[config.mk]
export PLATFORM = sky130hd
export DESIGN_NAME = glitch_sequencer
export DESIGN_NICKNAME = d
export VERILOG_FILES = /design/src/rtl/glitch_sequencer.sv
export SDC_FILE = /design/constraint.sdc
export NUM_CORES = 1
export LEC_CHECK = 0
export CORE_ASPECT_RATIO = 1.2
export CORE_MARGIN = 2
export CORE_UTILIZATION = 40
export DETAILED_ROUTE_END_ITERATION = 16
export HOLD_SLACK_MARGIN = 0.1
export PLACE_DENSITY = 0.57
export SLEW_MARGIN = 0
export SYNTH_ARGS = -nofsm -noshare
export SYNTH_HDL_FRONTEND = slang
export SYNTH_SLANG_ARGS = --single-unit
[constraint.sdc]
create_clock -name clk -period 4.48 [get_ports clk]
set_clock_uncertainty 0.1 [all_clocks]
set_input_delay 0.448 -clock clk [delete_from_list [all_inputs] [get_ports clk]]
set_output_delay 0.448 -clock clk [all_outputs]
set_load 0.01 [all_outputs]
[src/rtl/glitch_sequencer.sv]
// glitch_sequencer: multi-slot trigger/delay/pulse glitch generator; define GLITCH_SEQUENCER_TIMEOUT_EN to add an ARMED-state timeout
module glitch_sequencer #(
    parameter int CNT_WIDTH    = 32,
    parameter int NUM_GLITCHES = 4,
    parameter int IDX_WIDTH    = 2
) (
    input  logic                 clk,
    input  logic                 reset,
    input  logic                 cfg_we,
    input  logic [1:0]           cfg_field,
    input  logic [IDX_WIDTH-1:0] cfg_idx,
    input  logic [CNT_WIDTH-1:0] cfg_data,
    input  logic                 arm,
    input  logic                 abort,
    input  logic                 trig_rising,
    input  logic                 trigger_in,
    output logic                 glitch_out,
    output logic                 busy,
    output logic                 done,
    output logic [2:0]           state,
    output logic [IDX_WIDTH-1:0] glitch_index
`ifdef GLITCH_SEQUENCER_TIMEOUT_EN
    ,
    input  logic [CNT_WIDTH-1:0] timeout_len,
    output logic                 timed_out
`endif
);
    localparam int NW = $clog2(NUM_GLITCHES + 1);
    localparam logic [CNT_WIDTH-1:0] ONE = 1;
    localparam logic [CNT_WIDTH-1:0] MAX_NUM = CNT_WIDTH'(NUM_GLITCHES);

    typedef enum logic [2:0] {
        IDLE  = 3'd0,
        ARMED = 3'd1,
        DELAY = 3'd2,
        PULSE = 3'd3,
        DONE  = 3'd4
    } state_t;

    state_t                 cur, nxt;
    logic [CNT_WIDTH-1:0]   delays [NUM_GLITCHES];
    logic [CNT_WIDTH-1:0]   widths [NUM_GLITCHES];
    logic [NW-1:0]          num_glitches;
    logic [CNT_WIDTH-1:0]   cnt, cnt_nxt;
    logic [IDX_WIDTH-1:0]   idx, idx_nxt, sel;
    logic [IDX_WIDTH:0]     start;
    logic                   found, begin_slot;
    logic                   sync1, sync2, prev, edge_det;
`ifdef GLITCH_SEQUENCER_TIMEOUT_EN
    logic [CNT_WIDTH-1:0]   tcnt, tcnt_nxt;
    logic                   to_nxt;
`endif

    assign edge_det     = (sync2 != prev) && (sync2 == trig_rising);
    assign state        = cur;
    assign busy         = cur != IDLE;
    assign done         = cur == DONE;
    assign glitch_index = (cur == DELAY || cur == PULSE) ? idx : '0;

    // trigger synchroniser and previous-value flop for edge detection
    always_ff @(posedge clk) begin
        if (reset) begin
            sync1 <= 1'b0;
            sync2 <= 1'b0;
            prev  <= 1'b0;
        end else begin
            sync1 <= trigger_in;
            sync2 <= sync1;
            prev  <= sync2;
        end
    end

    // slot and count configuration, writable only while idle
    always_ff @(posedge clk) begin
        if (reset) begin
            for (int k = 0; k < NUM_GLITCHES; k++) begin
                delays[k] <= '0;
                widths[k] <= '0;
            end
            num_glitches <= NW'(1);
        end else if (cfg_we && cur == IDLE) begin
            if (cfg_field == 2'd0 && int'(cfg_idx) < NUM_GLITCHES) delays[cfg_idx] <= cfg_data;
            if (cfg_field == 2'd1 && int'(cfg_idx) < NUM_GLITCHES) widths[cfg_idx] <= cfg_data;
            if (cfg_field == 2'd2) num_glitches <= (cfg_data > MAX_NUM) ? NW'(NUM_GLITCHES) : cfg_data[NW-1:0];
        end
    end

    // find the first slot at or after the starting slot that has a nonzero width
    always_comb begin
        start = (cur == PULSE) ? (IDX_WIDTH+1)'(idx) + (IDX_WIDTH+1)'(1) : '0;
        found = 1'b0;
        sel   = '0;
        for (int k = NUM_GLITCHES - 1; k >= 0; k--)
            if (k >= int'(start) && k < int'(num_glitches) && widths[k] != '0) begin
                found = 1'b1;
                sel   = IDX_WIDTH'(k);
            end
    end

    // next-state, counter and slot-index logic; abort overrides everything
    always_comb begin
        nxt        = cur;
        cnt_nxt    = cnt;
        idx_nxt    = idx;
        begin_slot = 1'b0;
`ifdef GLITCH_SEQUENCER_TIMEOUT_EN
        tcnt_nxt   = '0;
        to_nxt     = 1'b0;
`endif
        case (cur)
            IDLE:  if (arm && num_glitches != '0) nxt = ARMED;
`ifdef GLITCH_SEQUENCER_TIMEOUT_EN
            ARMED: if (edge_det) begin_slot = 1'b1;
                   else if (timeout_len != '0 && tcnt == timeout_len - ONE) begin
                       nxt    = IDLE;
                       to_nxt = 1'b1;
                   end else tcnt_nxt = tcnt + ONE;
`else
            ARMED: if (edge_det) begin_slot = 1'b1;
`endif
            DELAY: if (cnt == '0) begin
                       nxt     = PULSE;
                       cnt_nxt = widths[idx] - ONE;
                   end else cnt_nxt = cnt - ONE;
            PULSE: if (cnt == '0) begin_slot = 1'b1;
                   else cnt_nxt = cnt - ONE;
            DONE:  nxt = IDLE;
            default: nxt = IDLE;
        endcase
        if (begin_slot) begin
            nxt     = !found ? DONE : (delays[sel] != '0 ? DELAY : PULSE);
            idx_nxt = found ? sel : '0;
            cnt_nxt = !found ? '0 : (delays[sel] != '0 ? delays[sel] - ONE : widths[sel] - ONE);
        end
        if (abort) begin
            nxt     = IDLE;
            cnt_nxt = '0;
            idx_nxt = '0;
`ifdef GLITCH_SEQUENCER_TIMEOUT_EN
            tcnt_nxt = '0;
            to_nxt   = 1'b0;
`endif
        end
    end

    // state register; glitch_out comes straight from a flop so it cannot glitch
    always_ff @(posedge clk) begin
        if (reset) begin
            cur        <= IDLE;
            cnt        <= '0;
            idx        <= '0;
            glitch_out <= 1'b0;
`ifdef GLITCH_SEQUENCER_TIMEOUT_EN
            tcnt       <= '0;
            timed_out  <= 1'b0;
`endif
        end else begin
            cur        <= nxt;
            cnt        <= cnt_nxt;
            idx        <= idx_nxt;
            glitch_out <= nxt == PULSE;
`ifdef GLITCH_SEQUENCER_TIMEOUT_EN
            tcnt       <= tcnt_nxt;
            timed_out  <= to_nxt;
`endif
        end
    end
endmodule
==> metrics.md, run 1 <==
| Metric | Value |
|---|---|
| Yosys Warn Count | 0 |
| Synth top area share | 0.434 |
| Setup TNS Final | -4.14 ns |
| Critical path depth | 23 |
| Worst Tran Pin Value | around 1.0 ns |
| Slew HR | 0.309 |
| Setup violators final | 25 |
| PnR worst setup slack | -0.342 ns |
| Die Y | about 230 um |
| Largest stage delay on the critical path | slightly below 0.5 ns |
| Via count | between 15000 and 20000 |
| Largest net degree at the start of global routing | 33 |
| Crit path capture type | flip-flop |
| Commonest cells after routing, fill and taps aside | buf_4, and2_1, edfxtp_1 |
| Max Buffers Root-to-Sink | 3 |
| CP cell instances | nor4_2 > nand4_1 > buf_4 > buf_6 > o21ai_4 > buf_12 > a31oi_4 > buf_12 > buf_6 > o22ai_2 > a21o_1 > o2111ai_4 > nor4b_4 > and2_4 > a31oi_4 > ha_2 > nand4_1 > buf_4 > nor3_2 > o21a_2 > a221oi_2 > o221a_2 > nor2_2 |
| Cell variety after synth | just over 90 |
| Vias in the first global route | ~16000 |
| Share of layout cells above drive strength 1 | 0.327 |
| Most common cell after layout, fill and taps aside | buf_4 |
| Pwr dens | 303 nW/um^2 |
| Ys flop type | edfxtp_1 |
| LEAKAGE | between 9 and 10 nW |
| Reg2Reg Depth | 23 |
| Root buffer cell | clkbuf_16 |
| Top-Level Pins | 51 |
| Internal | ~5.4 mW |
| Bufs and invs on worst path | 6 |
| Detailed Routing Iterations Pass 1 | 6 |
| Cell family with most CP delay | simple AND/OR/NAND/NOR gates |
| Die Area | between 40000 and 50000 sq um |
| DRT antenna net count | 0 |
| Hold Path Stages | 1 |
| Arrival time worst endpoint | 5.18 ns |
| Vias per cell | around 6 |
| Fmax | around 0.21 GHz |
| Number of flops mapped to enable cells by yosys | 256 |
| Clock-pin slew on the worst setup and hold paths | approximately 0.06 ns |
| Logic pwr share | 0.141 |
| TritonCTS Buffers | 37 |
| Input/output buffers | 50 |
| Maximum vdd drop | 0.345 mV |
| Syn_area_per_cell | about 10 sq um |
| Finished Core Util | 0.557 |
| Crit Path Category | reg -> reg |
| Post-Syn Instances | about 1700 |
| CTS tree | built |
| Final min period | 4.82 ns |
| Failing checks | negative setup slack |
| DRC viols | 0 |
| Die X | approximately 200 um |
| #FFs+latches synth | between 300 and 400 |
| Leading area contributor after synthesis | edfxtp_1 |
| Total detailed-routing wirelength | between 70000 and 80000 um |
| Outcome | complete, but fails checks |
| Worst hold path class | reg -> reg |
| Ys async rst share | 0 |
| Clock Sinks | 302 |
| Max-cap violations | 0 |
| Flop pwr share | 0.434 |
| First-pass GRT wire length | between 100000 and 150000 um |
| Pre-CTS WS | -0.762 ns |
| Total Nets Final | 2197 |
| Post-DP HPWL | about 55000 um |
| GRT Resource Usage Total | 0.316 |
| Area contributors post-synth | edfxtp_1, and2_1, dfxtp_1 |
| Worst skew pair latency | a little under 0.6 ns |
| Initial core utilization | 0.405 |
| Post-route clock period utilization | 1.08 |
| GPL Wtd Cong | around 1 |
| Initial antenna violation count | 4 |
| Hold buffers post-CTS | 0 |
| Syn_nets | between 1500 and 2000 |
| Routed len/inst | approximately 27 um |
| RSZ-0062 raised after global routing | yes |
| Startpoint types | flip-flop |
| Core area | approximately 44000 sq um |
| Initial drt markers | 1641 |
| Clock share of power | 0.425 |
| Final Hold Violating Endpoints | 0 |
| Final slew viol count | 0 |
| H-tree levels | 2 |
| Min Hold Slack | 0.342 ns |
| CP Data Required Time | roughly 4.8 ns |
| Register area share after synthesis | 0.486 |
| Grt total ovfl | 0 |
| Area Growth Syn to Fin | 37.5% |
| Slowest CP cell | nor4_2 |
| Mapped Area | ~18000 sq um |
| Sw frac | 0.260 |
| Row count | 84 |
| Total chip power | 7.36 mW |
| Psw | 1.91 mW |
| CP Max Fanout | 8 |
routing by layer:
layer / wire (um) / GRT usage / vias up
li1: - / - / 7370
met5: 0 / 0 / -
met4: 3590 / 0.154 / 0
met1: 29500 / 0.397 / 8132
met2: 35400 / 0.545 / 706
met3: 4710 / 0.0381 / 149
repair_timing:
action,CTS,global route
setup endpoints to repair,33,32
pin swaps,49,86
resized for setup,81,116
gates cloned,1,2
buffers inserted,25,30
per-stage QoR:
stage	std cells	cell area, sq um
6_report	2735	24300
5_1_grt	2735	24300
4_1_cts	2707	23500
3_5_place_dp	2617	21600
3_3_place_gp	2617	21600
2_1_floorplan	1719	17800
cell type report:
cell class	instances	area (sq um)
diodes	1	2.50
repair buffers	498	4230
multi-input cells	1290	9470
clock buffers	45	997
clock inverters	19	244
fillers	3861	19400
flip-flops and latches	302	8610
well taps	559	699
inverters	21	78.8
cells in the mapped netlist (all sizes together) (5+ instances only):
cell       n
a211oi    20
a21o       9
a21oi     76
a222oi     8
a22oi     12
a31o       6
a31oi     11
a41oi     11
and2     263
and3      25
buf       44
clkbuf    62
dfxtp     46
edfxtp   256
inv       20
mux2i     19
mux4      33
nand2    150
nand2b    12
nand3     54
nand4     30
nor2      91
nor2b      9
nor3      43
nor3b      6
nor4      60
o2111ai    8
o211a      5
o211ai    28
o21a       9
o21ai     94
o221ai     5
o22a       5
o22ai     30
o31ai      7
o41ai      5
or2       12
or3       10
or4        7
xnor2     31
xor2      28
sequential cells by signal, indices dropped and copies added (netlist names), named ones only:
signal / flops
sync2: 1
num_glitches: 3
delays: 128
glitch_out: 1
prev: 1
sync1: 1
widths: 128
idx: 2
state: 3
cnt: 32
kinds of logic after synthesis:
group	Yosys count	share of synthesized area
simple gates	788	0.246
compound gates	383	0.148
flops	302	0.486
buf+inv	127	0.0327
xor+xnor	59	0.0292
mux	56	0.0555
fa+ha+maj	4	0.00283
path summary, 6_finish.rpt:
kind / start / endpoint / slack (ns)
worst max-delay path: widths[3][24]$_DFFE_PP_ / cnt[8]$_SDFFE_PP0P_ / -0.34
worst min-delay path: sync1$_SDFF_PP0_ / sync2$_SDFF_PP0_ / 0.34
worst max register to register: widths[3][24]$_DFFE_PP_ / cnt[8]$_SDFFE_PP0P_ / -0.34
worst min register to register: sync1$_SDFF_PP0_ / sync2$_SDFF_PP0_ / 0.34
power groups by stage:
stage               clock network, mW  registers [mW]  logic, mW
floorplan                           0            3.22      0.394
CTS                              3.16            3.19      0.965
detailed placement                  0            3.24      0.922
global route                     3.25            3.20       1.09
finish                           3.13            3.19       1.04
global placement                    0            3.24      0.919
worst register-to-register path, cell delays in order, from the launching register on:
cell and delay [ns]:
edfxtp_1 0.41, nor4_2 0.49, nand4_1 0.25, buf_4 0.22, buf_6 0.11, o21ai_4 0.17, buf_12 0.16, a31oi_4 0.14
buf_12 0.19, buf_6 0.13, o22ai_2 0.09, a21o_1 0.18, o2111ai_4 0.18, nor4b_4 0.36, and2_4 0.24, a31oi_4 0.08
ha_2 0.19, nand4_1 0.18, buf_4 0.16, nor3_2 0.03, o21a_2 0.14, a221oi_2 0.24, o221a_2 0.25, nor2_2 0.04
No activity file was read; power rests on OpenSTA's default activity.
==> run 2, diff against run 1 <==
- SKIP_CTS_REPAIR_TIMING: not set -> 1
==> run 2 against run 1 <==
The flow still finishes with violations (negative setup slack). Cell area down 2.8%. Combinational power is 4% lower. Worst setup slack got worse by 0.078 ns. Via count shrank 0.95%. Global-route usage fell by 0.32 points. Sequential power about the same. Sequential cell count stayed put. Power is 0.66% lower. Register-to-register slack worse by 0.08 ns. Clock power hardly changed. Worst hold slack about the same. Sequential share of layout area grew 1.0 points. Critical endpoint unchanged. Largest power group unchanged.
==> metrics.md, run 2 (synthesis results as in run 1) <==
| Metric | Value |
|---|---|
| Worst Tran Pin Value | 1.02 ns (-0.0193 ns) |
| Max Buffers Root-to-Sink | 3 (unchanged) |
| Clock Sinks | 302 (unchanged) |
| Share of layout cells above drive strength 1 | 0.303 (-0.0241) |
| Vias per cell | 5.97 (-0.15%) |
| Largest net degree at the start of global routing | 33 (unchanged) |
| Sw frac | 0.258 (-0.00150) |
| DRC viols | 0 (unchanged) |
| Row count | 84 (unchanged) |
| Slew HR | 0.322 (+0.0129) |
| Logic pwr share | 0.137 (-0.004) |
| M1 GR Usage | 0.399 (+0.00191) |
| Reg2Reg Depth | 21 (-8.7%) |
| Clock-pin slew on the worst setup and hold paths | 0.06 ns (about the same) |
| Outcome | complete, but fails checks |
| Crit Path Category | reg -> reg |
| Worst skew pair latency | 0.58 ns (about the same) |
| Input/output buffers | 50 (unchanged) |
| Final slew viol count | 0 (unchanged) |
| Initial drt markers | 1583 (-3.5%) |
| Pwr dens | 309 nW/um^2 (+2.2%) |
| Post-route clock period utilization | 1.09 (+0.0174) |
| Routed len/inst | 26.8 um (about the same) |
| Fmax | 0.204 GHz (-1.6%) |
| CTS tree | built |
| Core area | 43700 sq um (unchanged) |
| Total detailed-routing wirelength | 72600 um (-0.89%) |
| H-tree levels | 2 (unchanged) |
| CP Data Required Time | 4.84 ns (about the same) |
| Initial core utilization | 0.405 (unchanged) |
| TritonCTS Buffers | 37 (unchanged) |
| Grt total ovfl | 0 (unchanged) |
| Initial antenna violation count | 3 (-1) |
| Max-cap violations | 0 (unchanged) |
| Biggest regs | delays x128, widths x128, cnt x32 |
| Worst hold path class | reg -> reg |
| Post-DP HPWL | 55400 um (unchanged) |
| Startpoint types | flip-flop |
| Area Growth Syn to Fin | 33.6% |
| Root buffer cell | clkbuf_16 |
| GR peak layer | met2 |
| Final instance area | 23700 sq um (-2.8%) |
| Setup violators final | 21 (-16%) |
| Final min period | 4.90 ns (+0.0780 ns) |
| Min Hold Slack | 0.342 ns (+0.000392 ns) |
| GPL Wtd Cong | 0.995 (unchanged) |
| Crit path capture type | flip-flop |
| Die Y | 234 um (unchanged) |
| CP cell instances | nor4_1 > nand4_1 > buf_4 > o21ai_2 > buf_12 > a31oi_4 > buf_12 > o22ai_1 > a2bb2oi_2 > nand3_2 > nor4b_4 > nand2_2 > o21a_1 > ha_4 > nand4_1 > buf_4 > nor3_1 > o21a_2 > a221oi_2 > o221a_2 > nor2_2 |
| Clock share of power | 0.427 (+0.002) |
| Bufs and invs on worst path | 4 (-2) |
| Die Area | 46000 sq um (unchanged) |
| Psw | 1.89 mW (-1.2%) |
| Routing usage on met3 | 0.0332 (-0.00487) |
| Total chip power | 7.31 mW (-0.66%) |
| Met2 Use GR | 0.542 (-0.00345) |
| Flop pwr share | 0.436 (+0.002) |
| Via count | 16200 (-0.95%) |
| LEAKAGE | 9.19 nW (-2.7%) |
| CP Max Fanout | 18 (+10) |
| PnR worst setup slack | -0.420 ns (-0.0780 ns) |
| Critical path depth | 21 (-8.7%) |
| Top-Level Pins | 51 (unchanged) |
| Most common cell after layout, fill and taps aside | buf_4 |
| Arrival time worst endpoint | 5.26 ns (+0.08 ns) |
| Finished Core Util | 0.541 (-0.0155) |
| Failing checks | negative setup slack |
| Setup TNS Final | -4.53 ns (-0.396 ns) |
| First-pass GRT wire length | 104000 um (-1.1%) |
| Commonest cells after routing, fill and taps aside | buf_4, and2_1, edfxtp_1 |
| Cell family with most CP delay | simple AND/OR/NAND/NOR gates |
| Vias in the first global route | 15700 (-1.7%) |
| Cell Area, Placed | 21600 sq um (unchanged) |
| Internal | 5.42 mW (-0.46%) |
| Hold Path Stages | 1 (unchanged) |
| Detailed Routing Iterations Pass 1 | 8 (+2) |
| Largest stage delay on the critical path | 0.47 ns (-0.02 ns) |
| Total Nets Final | 2175 (-1.0%) |
| GRT Resource Usage Total | 0.313 (-0.00317) |
| RSZ-0062 raised after global routing | yes |
| Maximum vdd drop | 0.341 mV (-1.1%) |
| Final Hold Violating Endpoints | 0 (unchanged) |
| Die X | 196 um (unchanged) |
| Slowest CP cell | nor4_1 |
| DRT antenna net count | 0 (unchanged) |
run 2: per-stage QoR:
step | setup WS, ns | std cells
4_1_cts | -0.775 | 2681
2_1_floorplan | -0.0564 | 1719
3_3_place_gp | -0.722 | 2617
5_1_grt | -0.629 | 2712
6_report | -0.420 | 2713
3_5_place_dp | -0.762 | 2617
run 2: layer usage:
layer | up-vias | wire [um]
met1 | 7994 | 28900
met4 | 0 | 3320
met2 | 743 | 35500
li1 | 7317 | -
met3 | 147 | 4880
met5 | - | 0
run 2: worst paths after layout:
kind | to | startpoint | slack [ns]
max reg2reg | cnt[8]$_SDFFE_PP0P_ | widths[3][9]$_DFFE_PP_ | -0.42
min reg2reg | sync2$_SDFF_PP0_ | sync1$_SDFF_PP0_ | 0.34
max | cnt[8]$_SDFFE_PP0P_ | widths[3][9]$_DFFE_PP_ | -0.42
min | sync2$_SDFF_PP0_ | sync1$_SDFF_PP0_ | 0.34
run 2: layout make-up:
type                    instances  area [sq um]
repair buffers                476          3900
well taps                     559           699
multi-input cells            1290          9120
inverters                      21          78.8
fillers                      3922         20100
clock buffers                  45           997
clock inverters                19           244
diodes                          1          2.50
flip-flops and latches        302          8610
run 2: power groups by stage:
stage          sequential [mW]  clock [mW]  combinational (mW)
2_1_floorplan             3.22           0               0.394
3_3_place_gp              3.24           0               0.919
3_5_place_dp              3.24           0               0.922
4_1_cts                   3.18        3.16               0.925
5_1_grt                   3.20        3.25                1.05
6_report                  3.19        3.13               0.999
